$ cat src/rtl/sample6_sched_ctrl.sv
// Hard-wired 8-step list-schedule controller for the sample6 datapath (alu1, mul1, log1).
// Moore decode of state plus a stall qualifier that freezes the step and masks all writes.
module sample6_sched_ctrl #(
    parameter int SEL_W = 4,
    parameter int STW   = 4
) (
    input  logic             clk,
    input  logic             rst,
    input  logic             start,
    input  logic             stall,
    output logic             busy,
    output logic [SEL_W-1:0] alu1_sel1,
    output logic [SEL_W-1:0] alu1_sel2,
    output logic [SEL_W-1:0] log1_sel1,
    output logic [SEL_W-1:0] log1_sel2,
    output logic [SEL_W-1:0] mul1_sel1,
    output logic [SEL_W-1:0] mul1_sel2,
    output logic             alu1_op,
    output logic [1:0]       log1_op,
    output logic             mul1_op,
    output logic             reg_alu0_en,
    output logic             reg_alu1_en,
    output logic             reg_alu3_en,
    output logic             reg_alu7_en,
    output logic             reg_alu8_en,
    output logic             reg_alu9_en,
    output logic             reg_log2_en,
    output logic             reg_log6_en,
    output logic             reg_mul4_en,
    output logic             reg_mul5_en,
    output logic             result_en,
    output logic             done_next
);

    typedef enum logic [STW-1:0] {IDLE, S1, S2, S3, S4, S5, S6, S7, S8} state_t;

    localparam logic [SEL_W-1:0] SEL_I1   = SEL_W'(0);
    localparam logic [SEL_W-1:0] SEL_I2   = SEL_W'(1);
    localparam logic [SEL_W-1:0] SEL_I3   = SEL_W'(2);
    localparam logic [SEL_W-1:0] SEL_ALU0 = SEL_W'(3);
    localparam logic [SEL_W-1:0] SEL_ALU1 = SEL_W'(4);
    localparam logic [SEL_W-1:0] SEL_LOG2 = SEL_W'(5);
    localparam logic [SEL_W-1:0] SEL_ALU3 = SEL_W'(6);
    localparam logic [SEL_W-1:0] SEL_MUL4 = SEL_W'(7);
    localparam logic [SEL_W-1:0] SEL_MUL5 = SEL_W'(8);
    localparam logic [SEL_W-1:0] SEL_LOG6 = SEL_W'(9);
    localparam logic [SEL_W-1:0] SEL_ALU7 = SEL_W'(10);
    localparam logic [SEL_W-1:0] SEL_ALU8 = SEL_W'(11);
    localparam logic [SEL_W-1:0] SEL_ALU9 = SEL_W'(12);

    localparam logic       ALU_ADD = 1'b0;
    localparam logic       ALU_SUB = 1'b1;
    localparam logic [1:0] LOG_AND = 2'b00;
    localparam logic [1:0] LOG_XOR = 2'b10;
    localparam logic       MUL_MUL = 1'b0;

    state_t state, state_next;
    logic   wr;

    // A stalled step keeps its operand routing but must not commit anything.
    assign wr = ~stall;

    always_ff @(posedge clk or posedge rst) begin
        if (rst) state <= IDLE;
        else     state <= state_next;
    end

    always_comb begin
        state_next  = IDLE;
        busy        = 1'b0;
        alu1_sel1   = '0;
        alu1_sel2   = '0;
        log1_sel1   = '0;
        log1_sel2   = '0;
        mul1_sel1   = '0;
        mul1_sel2   = '0;
        alu1_op     = ALU_ADD;
        log1_op     = LOG_AND;
        mul1_op     = MUL_MUL;
        reg_alu0_en = 1'b0;
        reg_alu1_en = 1'b0;
        reg_alu3_en = 1'b0;
        reg_alu7_en = 1'b0;
        reg_alu8_en = 1'b0;
        reg_alu9_en = 1'b0;
        reg_log2_en = 1'b0;
        reg_log6_en = 1'b0;
        reg_mul4_en = 1'b0;
        reg_mul5_en = 1'b0;
        result_en   = 1'b0;
        done_next   = 1'b0;

        case (state)
            IDLE: state_next = start ? S1 : IDLE;
            S1: begin
                busy        = 1'b1;
                alu1_sel1   = SEL_I1;
                alu1_sel2   = SEL_I2;
                reg_alu0_en = wr;
                log1_sel1   = SEL_I1;
                log1_sel2   = SEL_I3;
                log1_op     = LOG_AND;
                reg_log2_en = wr;
                state_next  = stall ? S1 : S2;
            end
            S2: begin
                busy        = 1'b1;
                alu1_sel1   = SEL_I2;
                alu1_sel2   = SEL_I3;
                alu1_op     = ALU_SUB;
                reg_alu1_en = wr;
                mul1_sel1   = SEL_LOG2;
                mul1_sel2   = SEL_I1;
                mul1_op     = MUL_MUL;
                reg_mul4_en = wr;
                state_next  = stall ? S2 : S3;
            end
            S3: begin
                busy        = 1'b1;
                alu1_sel1   = SEL_ALU0;
                alu1_sel2   = SEL_ALU1;
                reg_alu3_en = wr;
                log1_sel1   = SEL_MUL4;
                log1_sel2   = SEL_ALU1;
                log1_op     = LOG_XOR;
                reg_log6_en = wr;
                state_next  = stall ? S3 : S4;
            end
            S4: begin
                busy        = 1'b1;
                mul1_sel1   = SEL_ALU3;
                mul1_sel2   = SEL_I2;
                reg_mul5_en = wr;
                state_next  = stall ? S4 : S5;
            end
            S5: begin
                busy        = 1'b1;
                alu1_sel1   = SEL_MUL5;
                alu1_sel2   = SEL_LOG6;
                reg_alu7_en = wr;
                state_next  = stall ? S5 : S6;
            end
            S6: begin
                busy        = 1'b1;
                alu1_sel1   = SEL_ALU7;
                alu1_sel2   = SEL_I3;
                alu1_op     = ALU_SUB;
                reg_alu8_en = wr;
                state_next  = stall ? S6 : S7;
            end
            S7: begin
                busy        = 1'b1;
                alu1_sel1   = SEL_ALU8;
                alu1_sel2   = SEL_ALU0;
                reg_alu9_en = wr;
                state_next  = stall ? S7 : S8;
            end
            S8: begin
                busy        = 1'b1;
                alu1_sel1   = SEL_ALU9;
                alu1_sel2   = SEL_LOG2;
                alu1_op     = ALU_SUB;
                result_en   = wr;
                done_next   = wr;
                // A start seen in the final step chains straight into the next run.
                if (stall)      state_next = S8;
                else if (start) state_next = S1;
                else            state_next = IDLE;
            end
            default: state_next = IDLE;
        endcase
    end

endmodule

$ cat config.mk
export PLATFORM = sky130hd
export DESIGN_NAME = sample6_sched_ctrl
export DESIGN_NICKNAME = d
export VERILOG_FILES = /design/src/rtl/sample6_sched_ctrl.sv
export SDC_FILE = /design/constraint.sdc
export NUM_CORES = 1
export LEC_CHECK = 0
export ABC_AREA = 1
export CAP_MARGIN = 20
export CORE_MARGIN = 4
export CORE_UTILIZATION = 34
export DETAILED_ROUTE_END_ITERATION = 6
export GPL_ROUTABILITY_DRIVEN = 0
export PLACE_DENSITY = 0.85
export SLEW_MARGIN = 20
export SYNTH_ARGS = -nofsm -noshare
export SYNTH_HDL_FRONTEND = slang
export SYNTH_SLANG_ARGS = --single-unit
$ cat constraint.sdc
create_clock -name clk -period 2.9 [get_ports clk]
set_input_delay 0.58 -clock clk [delete_from_list [all_inputs] [get_ports clk]]
set_output_delay 0.58 -clock clk [all_outputs]
set_load 0.05 [all_outputs]
==> results by group <==
STA
  – Final setup fails: 0
  – Pin slew with the least headroom to its limit: 503 ps
  – Fmax: roughly 0.37 GHz
  – Final worst path period need: 2710 ps
  – Hold Fails Final Rpt: 0
  – Setup Skew: ~0.58 ps
  – Unrepaired setup endpoints after global routing: no
  – Fin. max-slew vios: 0
  – Period utilization: between 90 and 100%
  – Slew margin rel.: ~66%
  – Sum Neg Setup Slack: 0 ps

Clock tree
  – H-tree Lvls: 1
  – Reg clk slew, reported paths: 30 ps
  – Hold-fix buffers, CTS: 0
  – Post_cts resized: 0
  – TritonCTS clock tree: yes
  – Setup Buffers After CTS: 0
  – Longest Clk Path Bufs: 2
  – Num CTS Buffers: 3
  – Worst-Skew Late Latency: 230 ps
  – CTS root buffer: clkbuf_4
  – Clk sinks: 4

Setup path
  – CP startpoint kind: register
  – R2R setup slack: 1680 ps
  – Crit-path max cell delay: 830 ps
  – Crit Path Class: reg -> out
  – Reg2Reg Depth: 7
  – CP max stage cell: clkdlybuf4s50_1
  – Worst-path cell chain: nor2_2 -> nand2_1 -> inv_1 -> nor2_1 -> o211ai_1 -> clkdlybuf4s50_1
  – CP Max Fanout: 9
  – CP arrival: 2130 ps
  – Endpoint class of the critical path: output pin
  – Critical Path RT: 2320 ps

Placement
  – Placed Cells: 133
  – Port bufs: 35
  – Final HPWL DP: 1260 um

Floorplanning
  – Die Y: a little under 50 um
  – Die W: just under 50 um
  – Row count: 14
  – Number of I/O pins: 45
  – Die area: 2320 sq um
  – Core Region: approximately 1500 sq um
  – Initial core utilization: 36.0%

Flow run
  – Max-cap check violation count: 0

Logic synthesis
  – Synthesized area: 549 sq um
  – Post-synthesis compound-gate area fraction: 6.83%
  – Area contributors post-synth: buf_4 (25%), dfrtp_1 (18%), inv_1 (11%)
  – Adder-cell share of the synthesized area: 0%
  – Post-Synth Simple-Gate Area: 36.0%
  – Area share of xor/xnor cells in the synthesized design: 0%
  – Synth area leader: buf_4
  – Post-Synthesis Cells: a little over 90
  – Share of the synthesized area in the top cell type: 24.6%
  – Yosys reg bits: 4
  – YS warnings: 0
  – Mux cell area share after synthesis: 0%
  – Main combinational cell family by area after synthesis: buffers and inverters
  – Avg Inst Size Synth: 5.91 sq um
  – Sequential area share after synthesis: a little under a fifth
  – Post-synth cell types: 15

Cells and area
  – Top Registers: state: 4 flops
  – Ant. Diodes: 0
  – Share of layout cells above drive strength 1: between 15 and 20%
  – Max reg flops: 4
  – Biggest register: state
  – Final nets: 126
  – Cell Count, Final, Fillers Out: roughly 140
  – P&R area growth vs syn: 60.8%

Detailed routing
  – DR vias/cell: 4.53
  – Initial DRC Count: 10
  – DR WL/cell: between 10 and 15 um
  – Final ANT Viol Nets: 0
  – Drt pass-1 iters: 4
  – Via count: 616
  – Drt total wl: roughly 1400 um
  – DR DRC count: 0

Global route
  – Vias in the first global route: 491
  – Largest net degree at the start of global routing: 10
  – Global-route wire length before repair: between 2000 and 2500 um
  – Initial antenna violation count: 0
  – GRT Total Usage: 12.5%
  – Grt ovf: 0

Status
  – Status: complete, no violations

Hold path
  – Hold Path Class: in -> async
-- synth_stat cells --
cell      instances
buf_4            18
inv_1            16
nand2_1          16
nor2_1           16
nand3_1           6
o21ai_0           6
dfrtp_1           4
nor2_2            3
nand4_1           2
buf_6             1
conb_1            1
inv_2             1
nand2_2           1
nand3_2           1
o211ai_1          1
-- cell families (layout without fill, tap and decap cells) --
| logic type | Yosys count | count (layout) |
|---|---|---|
| other cells | 1 | 9 |
| flops | 4 | 4 |
| simple gates | 45 | 45 |
| buf+inv | 36 | 55 |
| compound gates | 7 | 7 |
-- metrics by stage --
step	utilization [%]	setup WS (ps)	hold WS, ps	instance area (sq um)
after CTS	58.0	181	525	883
final	58.0	190	527	883
after global routing	58.0	41.1	538	883
after floorplan	-	424	346	579
after global placement	56.5	439	667	861
after detailed placement	56.5	349	677	861
-- routing by layer --
layer  share of wire [%]  wire length (um)  global-route usage, %  vias up
met5                   0                 0                      0        -
li1                    -                 -                      -      309
met1                  35               487                   13.8      270
met4                 1.7                23                   8.06        0
met3                  11               151                   2.21        4
met2                  52               729                   21.6       33
-- worst paths after layout --
check / from / endpoint
max in group asynchronous: rst / state[2]
worst max register to register: state[3] / state[0]
worst min-delay path: rst / state[1]
min in group clk: state[3] / state[2]
worst max-delay path: state[0] / busy
worst min register to register: state[3] / state[2]
-- cell type report --
type	count	area (sq um)
fillers	155	641
repair buffers	35	408
multi-input cells	61	269
flip-flops and latches	4	100
inverters	17	63.8
clock buffers	3	22.5
well taps	16	20.0
-- placed cells by master, fill, tap and decap left out, types with 2 or more instances in the layout --
cell type	count
buf_12	7
buf_4	5
clkbuf_4	3
clkdlybuf4s50_1	23
conb_1	9
dfrtp_1	4
inv_1	16
nand2_1	16
nand3_1	6
nand4_1	2
nor2_1	16
nor2_2	3
o21ai_0	6
-- worst max-delay path, delay by kind of cell, from the launching register on --
family / cells / cell delay [ps]
AO/OA/AOI/OAI: 1 / 80
AND/OR/NAND/NOR: 3 / 410
buffers and inverters: 2 / 930
flip-flops: 1 / 470
Power is left out: the tool's default activity adds up to more than one toggle a clock period on the data nets, which glitch-free logic cannot reach.
==> RTL edit, RTL diff (same settings) <==
The parameter `SEL_W` goes from 4 to 3.
--- a/src/rtl/sample6_sched_ctrl.sv
+++ b/src/rtl/sample6_sched_ctrl.sv
@@ -1,7 +1,7 @@
 // Hard-wired 8-step list-schedule controller for the sample6 datapath (alu1, mul1, log1).
 // Moore decode of state plus a stall qualifier that freezes the step and masks all writes.
 module sample6_sched_ctrl #(
-    parameter int SEL_W = 4,
+    parameter int SEL_W = 3,
     parameter int STW   = 4
 ) (
     input  logic             clk,
Ports: changed (6 resized); port bits go from 45 to 39. No check against the original RTL was run, so the function may have changed too.
==> RTL edit against the original RTL <==
  * Setup slack got worse by 16 ps
  * Global-route usage up 0.29 points
  * Sequential cell count did not move
  * Synthesized cell count down 11%
  * Clock skew grew 4.6 ps
  * Cell count down 9.6%
  * Count of clock-buffer cells in the layout unchanged
  * Die area decreased by 0.77%
  * Wire length shrank 2.9%
  * Sequential share of layout area is 0.36 points higher
  * Synthesized area is 0.91% lower
  * Design area is 3.1% lower
  * Highest routed layer is now met3
Power is not shown: default switching activity piles up to over one toggle a cycle in this logic, so the estimate is an artifact.
==> RTL edit: results (changes against the original RTL) <==
Outcome:
- The flow ran to the end, and the final reports show no timing, DRC or antenna violations.

Placed design:
- The count of port buffers added during placement is 33 (-5.7%).
- The worst setup slack before clock tree synthesis was 411 ps (+62.7 ps).
- The area of placed instances is 833 um^2 (-3.2%).
- The half-perimeter wire length after detailed placement is 1150 um (-8.3%).

Synthesis:
- The sequential-to-total area share from yosys stat is 18.4% (+0.17 points).
- The distinct cell type count after synthesis is 23 (+8).
- The xor/xnor cell area share of the yosys netlist came to 0% (unchanged).
- Yosys attributes the largest share of cell area to sky130_fd_sc_hd__buf_4 19%, sky130_fd_sc_hd__dfrtp_1 18%, sky130_fd_sc_hd__nor2_1 6.9%, sky130_fd_sc_hd__nand3_1 6.4%, sky130_fd_sc_hd__nand2_1 6.2%.
- The post-synthesis adder-cell area fraction is 0% (unchanged).
- The compound-gate portion of the synthesized area came to 7.36% (+0.52 points).
- Counting instances in the post-synthesis netlist gives the leading cell types as 14 x sky130_fd_sc_hd__buf_4, 10 x sky130_fd_sc_hd__nor2_1, 9 x sky130_fd_sc_hd__nand2_1, 8 x sky130_fd_sc_hd__inv_1, 8 x sky130_fd_sc_hd__inv_2.

STA:
- The slew of the pin with the lowest slew margin is 507 ps (+4.89 ps).
- The worst hold slack across all endpoints is 529 ps (+2.11 ps).
- The clock skew after layout is 5.21 ps (+4.63 ps).
- The final cycle utilization of the critical path came to 94.0% (+0.55 points).

Critical path:
- The arrival time at the worst endpoint is 2150 ps (+20 ps).
- The depth of the most critical reg-to-reg path is 4 (-3).
- The worst-case register-to-register setup slack came to 1650 ps (-30 ps).
- The delay contributed by the slowest stage of the critical path was 810 ps (-20 ps).
- The startpoint identified for the worst register-to-register timing path is state[0].
- The largest fanout of any net on the critical path is 10 (+1).
- The worst register-to-register path ends at state[2].

Detailed routing:
- The starting DRC count in detailed routing was 15 (+5).
- The via total after detailed routing is 567 (-8.0%).
- The routed wire length is 1350 um (-2.9%).

GRT:
- The via count of the first global-routing pass came to 508 (+3.5%).
- The aggregate global-route resource usage was 12.8% (+0.29 points).
- The maximum number of pins on one net before global-route repair is 11 (+1).

Clocking:
- The largest buffer count on any clock path is 2 (unchanged).

Layout:
- The total number of nets in the final design was 113 (-10%).
- The share of cells above drive strength 1 was 29.0% (+11 points).
RTL edit: worst max path at each step:
stage,start,end,cells after the start
after floorplan,state[3],reg_log6_en,5
after global placement,state[3],alu1_sel2[2],4
after detailed placement,state[0],alu1_sel2[2],5
after CTS,state[0],alu1_sel2[2],5
after global routing,state[0],alu1_sel2[2],5
final,state[0],alu1_sel2[2],5
RTL edit: stage by stage:
stage	cells	util (%)
2_1_floorplan	87	-
3_3_place_gp	120	55.3
3_5_place_dp	120	55.3
4_1_cts	123	56.8
5_1_grt	123	56.8
6_report	123	56.8
RTL edit: cell type report:
type                    count  area, um^2
flip-flops and latches      4         100
multi-input cells          51         278
clock buffers               3        22.5
fillers                   152         651
well taps                  16        20.0
inverters                  16        60.1
repair buffers             33         375
RTL edit: per-layer routing:
metal	vias to the layer above	wire [um]	global-route usage (%)
met5	-	0	0
met4	0	0	3.23
met3	0	121	2.26
met2	28	658	20.8
met1	250	571	17.2
li1	289	-	-
RTL edit: cells by family after synthesis:
logic type,count (synthesis)
DFF,4
other,1
and+or+nand+nor,39
AOI/OAI and AO/OA,7
buffers and inverters,32
RTL edit: worst max-delay path: cells and delay by family (launching register included):
kind,cells,cell delay (ps)
flip-flops,1,510
buffers and inverters,2,910
AND/OR/NAND/NOR,3,490
